===== config.mk =====
export PLATFORM = sky130hd
export DESIGN_NAME = gpr_wb_arbiter
export DESIGN_NICKNAME = d
export VERILOG_FILES = /design/src/rtl/gpr_wb_arbiter.sv
export SDC_FILE = /design/constraint.sdc
export NUM_CORES = 1
export LEC_CHECK = 0
export CORE_MARGIN = 2
export CORE_UTILIZATION = 40
export DETAILED_ROUTE_END_ITERATION = 10
export HOLD_SLACK_MARGIN = 0.1
export PLACE_DENSITY_LB_ADDON = 0.3
export SLEW_MARGIN = 20
export SYNTH_ARGS = -nofsm -noshare
export SYNTH_HDL_FRONTEND = slang
export SYNTH_SLANG_ARGS = --single-unit

===== constraint.sdc =====
create_clock -name clock -period 2 [get_ports clock]
set_input_delay 0.4 -clock clock [delete_from_list [all_inputs] [get_ports clock]]
set_output_delay 0.4 -clock clock [all_outputs]
set_load 0.05 [all_outputs]

===== src/rtl/gpr_wb_arbiter.sv =====
// Writeback arbiter for two register-file writers, with a pending-write scoreboard.
// Optional: define GPR_WB_ARB_FIXED_PRIO_EN to make requester A always win contention.
module gpr_wb_arbiter #(
  parameter int DATA_W = 32,
  parameter int ADDR_W = 5
) (
  input  logic              clock,
  input  logic              reset,
  input  logic              a_valid,
  input  logic [ADDR_W-1:0] a_num,
  input  logic [DATA_W-1:0] a_data,
  output logic              a_ready,
  input  logic              b_valid,
  input  logic [ADDR_W-1:0] b_num,
  input  logic [DATA_W-1:0] b_data,
  output logic              b_ready,
  input  logic              issue_valid,
  input  logic [ADDR_W-1:0] issue_num,
  output logic              reg_write,
  output logic [ADDR_W-1:0] num_write,
  output logic [DATA_W-1:0] data_write,
  output logic [31:0]       pending
);

  localparam int NREG = 32;

  logic              grant_a;
  logic              grant_b;
  logic              xfer_p0;
  logic [ADDR_W-1:0] num_p0;
  logic [DATA_W-1:0] data_p0;
  logic              vld_p1;
  logic [ADDR_W-1:0] num_p1;
  logic [DATA_W-1:0] data_p1;
  logic [NREG-1:0]   pending_p1;
  logic [NREG-1:0]   set_mask;
  logic [NREG-1:0]   clr_mask;

  function automatic logic [NREG-1:0] reg_bit(input logic [ADDR_W-1:0] n);
    reg_bit = {{(NREG-1){1'b0}}, 1'b1} << n;
  endfunction

`ifdef GPR_WB_ARB_FIXED_PRIO_EN
  always_comb begin
    grant_a = 1'b0;
    grant_b = 1'b0;
    if (!reset) begin
      grant_a = a_valid;
      grant_b = b_valid & ~a_valid;
    end
  end
`else
  // last_b = 1 means B was granted most recently, so A wins the next contention
  logic last_b;

  always_comb begin
    grant_a = 1'b0;
    grant_b = 1'b0;
    if (!reset) begin
      grant_a = a_valid & (~b_valid | last_b);
      grant_b = b_valid & ~grant_a;
    end
  end

  always_ff @(posedge clock) begin
    if (reset)
      last_b <= 1'b1;
    else if (grant_a | grant_b)
      last_b <= grant_b;
  end
`endif

  assign a_ready = grant_a;
  assign b_ready = grant_b;
  assign xfer_p0 = grant_a | grant_b;
  assign num_p0  = grant_a ? a_num  : b_num;
  assign data_p0 = grant_a ? a_data : b_data;

  // p0 -> p1: capture the accepted write; register 0 writes are swallowed
  always_ff @(posedge clock) begin
    if (reset) begin
      vld_p1  <= 1'b0;
      num_p1  <= '0;
      data_p1 <= '0;
    end else begin
      vld_p1 <= xfer_p0 && (num_p0 != '0);
      if (xfer_p0 && (num_p0 != '0)) begin
        num_p1  <= num_p0;
        data_p1 <= data_p0;
      end
    end
  end

  // A write clears its bit on the edge it commits; a same-cycle issue re-sets it
  assign set_mask = (issue_valid && (issue_num != '0)) ? reg_bit(issue_num) : '0;
  assign clr_mask = vld_p1 ? reg_bit(num_p1) : '0;

  always_ff @(posedge clock) begin
    if (reset)
      pending_p1 <= '0;
    else
      pending_p1 <= ((pending_p1 & ~clr_mask) | set_mask) & ~{{(NREG-1){1'b0}}, 1'b1};
  end

  assign reg_write  = vld_p1;
  assign num_write  = num_p1;
  assign data_write = data_p1;
  assign pending    = pending_p1;

endmodule


* Word-level counts from Yosys, hierarchy flattened
Cells that the tools add are included.
** Storage, ports and cells
- Register bits after elaboration :: 71
- Word-level logic and storage cells :: 27
** Cells by class
- Shift-type cells :: 2
- Multiplexer cells :: 6
- Bitwise gates (word level) :: 9
- Reduce and logical (&&, ||, !) cells :: 4
** Operators with widths (number)
- 32-bit 2-to-1 mux :: 3
- 1-bit by 5-bit << shifter with 32-bit output (first input constant) :: 2
- 32-bit bitwise AND :: 1
- 32-bit inverter :: 1
- 32-bit bitwise OR :: 1
- 5-bit nonzero test :: 2
- 5-bit 2-to-1 mux :: 1
- 1-bit bitwise AND :: 2
- 1-bit logical AND :: 2
- 1-bit 2-to-1 mux :: 2
- 1-bit inverter :: 2
- 1-bit bitwise OR :: 2

* Depth between registers and ports, before layout
- Depth after elaboration :: 8
- Mapped depth :: 8
- Gate-level depth less buffers :: 5

* Worst setup path after synthesis
No wires, ideal clock.
- Path type :: input to output
- Start :: input reset
- End :: output b_ready
- Arrival time :: 1.590 ns
- Data required time :: 1.600 ns
- Path slack :: 0.010 ns
- Stages :: 6
- Cells stage by stage :: buf_2 > nor2b_2 > buf_6 > nand2_4 > inv_4 > nor2_1
** Between the ends
- Cells in the longest elaborated chain, start to end :: 1
** Ends and longest elaborated chain
- from (decl) :: RTL line 8 : input logic reset,
- 1-bit 2-to-1 mux :: RTL line 59 : if (!reset) begin
- to (decl) :: RTL line 16 : output logic b_ready,
Every way passes these cells.

* Worst setup path in the final report
- Start :: register data_p1[23], in the netlist data_write[23]
- End :: output data_write[23]
** RTL lines
- from (decl) :: RTL line 34 : logic [DATA_W-1:0] data_p1;
- from (signal assigned) :: RTL line 89 : data_p1 <= data_p0;
- to (decl) :: RTL line 21 : output logic [DATA_W-1:0] data_write,
No word-level cell between the ends.

==> metrics.txt <==
register area=1401 um2; total number of yosys warnings=0; synthesized flop and latch total=70; critical path launch point type=flip-flop; Post-Layout Cell Count=652; DR vias=3365; Worst-path clk slew=0.07 ns; # rows=33; die height=95.75 um; Critical Path End Type=output pin; Mean Syn Cell Area=9.149 um2; CP max FO=2; Synth top area share=0.4162; status=finished, final reports clean; routed vias/inst=5.161; unrepaired setup endpoints after global routing=false; Worst Hold Class=reg -> reg; initial antenna violation count=0; vias in the first global route=3377; maximum number of pins on one net before global-route repair=60; Layout fillers=662; post-DR wirelength/cell=15.27 um; Data arrival, critical path=1.52 ns; Largest stage delay, worst path=0.85 ns; hold buffers post-CTS=0; Clock Path Buffers=2; power per cell area=739.7 nW/um2; clk_skew=0.007013 ns; post-synthesis cell count=368; Final setup violation count=0; Setup TNS=0 ns; Final ANT Viol Nets=0; number of diodes=0; Core Footprint=8175 um2; final period utilization=0.9611; DP Cell Count=635; placed instance area=5154 um2; Final Cell Area=5425 um2; post-synthesis cell type count=37; CTS tree=yes; max_slew headroom=0.6187; worst-case vdd ir drop=0.0003982 V; Crit path max-delay family=buffers and inverters; FMAX=0.5203 GHz; initial DRC count=145; H-tree Lvls=3; max cap viols=0; Worst Path Required=1.60 ns; Pleak=2.195 nW; GRT Util Overall=0.2247; die footprint=9167 um2; layout cell share with drive strength beyond 1=0.1133; clk_lat worst skew=0.34 ns; DRC=0; crit path kind=reg -> out; Worst Tran Pin Value=0.5702 ns; WL final=9954 um; Netlist Area Pre-Place=3367 um2; Synth area leader=dfxtp_1; Starting Density=0.4118; Detailed Place HPWL=7713 um; Slowest-stage cell, CP=clkdlybuf4s50_1; top post-synthesis cells by area=dfxtp_1 (42%), mux2i_1 (19%), nand2b_1 (6.7%), o21ai_0 (5.4%), a21oi_1 (5.2%); CTS Root Cell=clkbuf_8; Final Hold Slack=0.4779 ns; crit-path cells=clkdlybuf4s50_1; Post-Syn Nets=452; Max Slew Vio Count=0; Placer Congestion=0.9593; Clock Sink Count=70; Hold Violations, Final=0; Multi-input gate area=1848 um2; first-pass GRT wire length=15860 um; count of TritonRoute iterations in the first routing pass=4; PortBufs=154; Die W=95.75 um; register area share after synthesis=0.4162; fin nets=626; crit path buf inv count=1; Overflow after GRT=0; Area Growth Syn to Fin=61.13%; Final Critical Period=1.922 ns; io pins=156; cts bufs inserted=9
worst paths after layout:
path	startpoint	to	slack, ns	depth (start not counted)
worst min register to register	pending[28]	pending[28]	0.48	2
worst max-delay path	data_write[23]	data_write[23]	0.08	1
worst min-delay path	pending[28]	pending[28]	0.48	2
worst max register to register	last_b	data_write[0]	0.31	6
cell usage after synthesis:
cell and n:
clkbuf_1 9, a21oi_1 35, o21ai_0 36, nand4_1 1, or3_1 2, nand2b_1 36
and3b_1 2, a21o_1 4, a311oi_4 1, dfxtp_1 70, o32ai_1 1, a211oi_1 2
nor2b_2 1, or2_0 1, inv_4 1, conb_1 1, and3_1 1, nand2_1 37
nor2_1 4, nor2b_1 10, nand2_4 1, mux2i_1 63, nor4_4 1, or4_4 1
o2111ai_1 4, buf_6 4, o21bai_1 1, mux2_1 1, buf_4 2, and2_1 4
inv_1 3, or4_1 2, nor3b_1 1, nand3_1 16, nor3_1 4, a211oi_4 1
buf_2 4
kinds of logic (layout without fill, tap and decap cells):
logic type | count (synthesis) | count (layout) | share of synthesized area
AO/OA/AOI/OAI | 85 | 85 | 0.1479
multiplexers | 64 | 64 | 0.1906
buffers and inverters | 23 | 202 | 0.03902
AND/OR/NAND/NOR | 125 | 125 | 0.2051
flip-flops | 70 | 70 | 0.4162
other | 1 | 1 | 0.001114
state kept, by name, indices dropped and copies added (netlist names):
signal,flops
reg_write,1
data_write,32
last_b,1
pending,31
num_write,5
metrics by stage:
step / total power, mW / worst slack, ns / util
3_5_place_dp: 2.640 / -0.2550 / 0.6304
6_report: 4.013 / 0.07787 / 0.6636
4_1_cts: 4.039 / 0.01498 / 0.6633
5_1_grt: 4.158 / 0.02882 / 0.6636
3_3_place_gp: 2.623 / -0.2250 / 0.6304
2_1_floorplan: 2.167 / 0.01026 / -
timing repair:
item                                    CTS  global route
endpoints found under the setup margin    2             1
pin swaps                                 0             0
endpoints found under the hold margin     0             0
gates resized for setup                   4             1
buffers inserted                          1             0
final cells by class:
type,count,area share
multi-input combinational,275,0.3406
timing repair buffer,182,0.3280
sequential,70,0.2583
clock buffer,11,0.02606
tap,105,0.02422
clock inverter,5,0.01960
inverter,4,0.003229
cells in the final DEF (no fill, tap or decap), types with 2 or more instances in the layout:
| cell type | netlist | final |
|---|---|---|
| nor3_1 | 4 | 4 |
| o21ai_0 | 36 | 36 |
| bufinv_16 | 0 | 3 |
| clkdlybuf4s50_1 | 0 | 144 |
| mux2i_1 | 63 | 63 |
| or3_1 | 2 | 2 |
| dfxtp_1 | 70 | 70 |
| nor2_1 | 4 | 3 |
| buf_4 | 2 | 32 |
| clkbuf_8 | 0 | 10 |
| a21o_1 | 4 | 4 |
| nand2b_1 | 36 | 35 |
| or4_1 | 2 | 2 |
| nand3_1 | 16 | 16 |
| nand2_1 | 37 | 37 |
| nor2b_1 | 10 | 10 |
| buf_12 | 0 | 4 |
| a211oi_1 | 2 | 2 |
| inv_1 | 3 | 3 |
| o2111ai_1 | 4 | 4 |
| and2_1 | 4 | 4 |
| and3b_1 | 2 | 2 |
| a21oi_1 | 35 | 35 |
power breakdown:
| group | switching (mW) | leakage [nW] | internal [mW] |
|---|---|---|---|
| Combinational | 0.604 | 1.50 | 0.461 |
| Sequential | 0.0657 | 0.575 | 1.48 |
| Clock | 0.534 | 0.120 | 0.865 |
metal layers:
layer  wire, um  global-route usage
met1       3972              0.2563
met2       5010              0.3904
met5          0                   0
met4        208              0.1048
met3        762             0.05951
No activity file was read; power rests on OpenSTA's default activity.
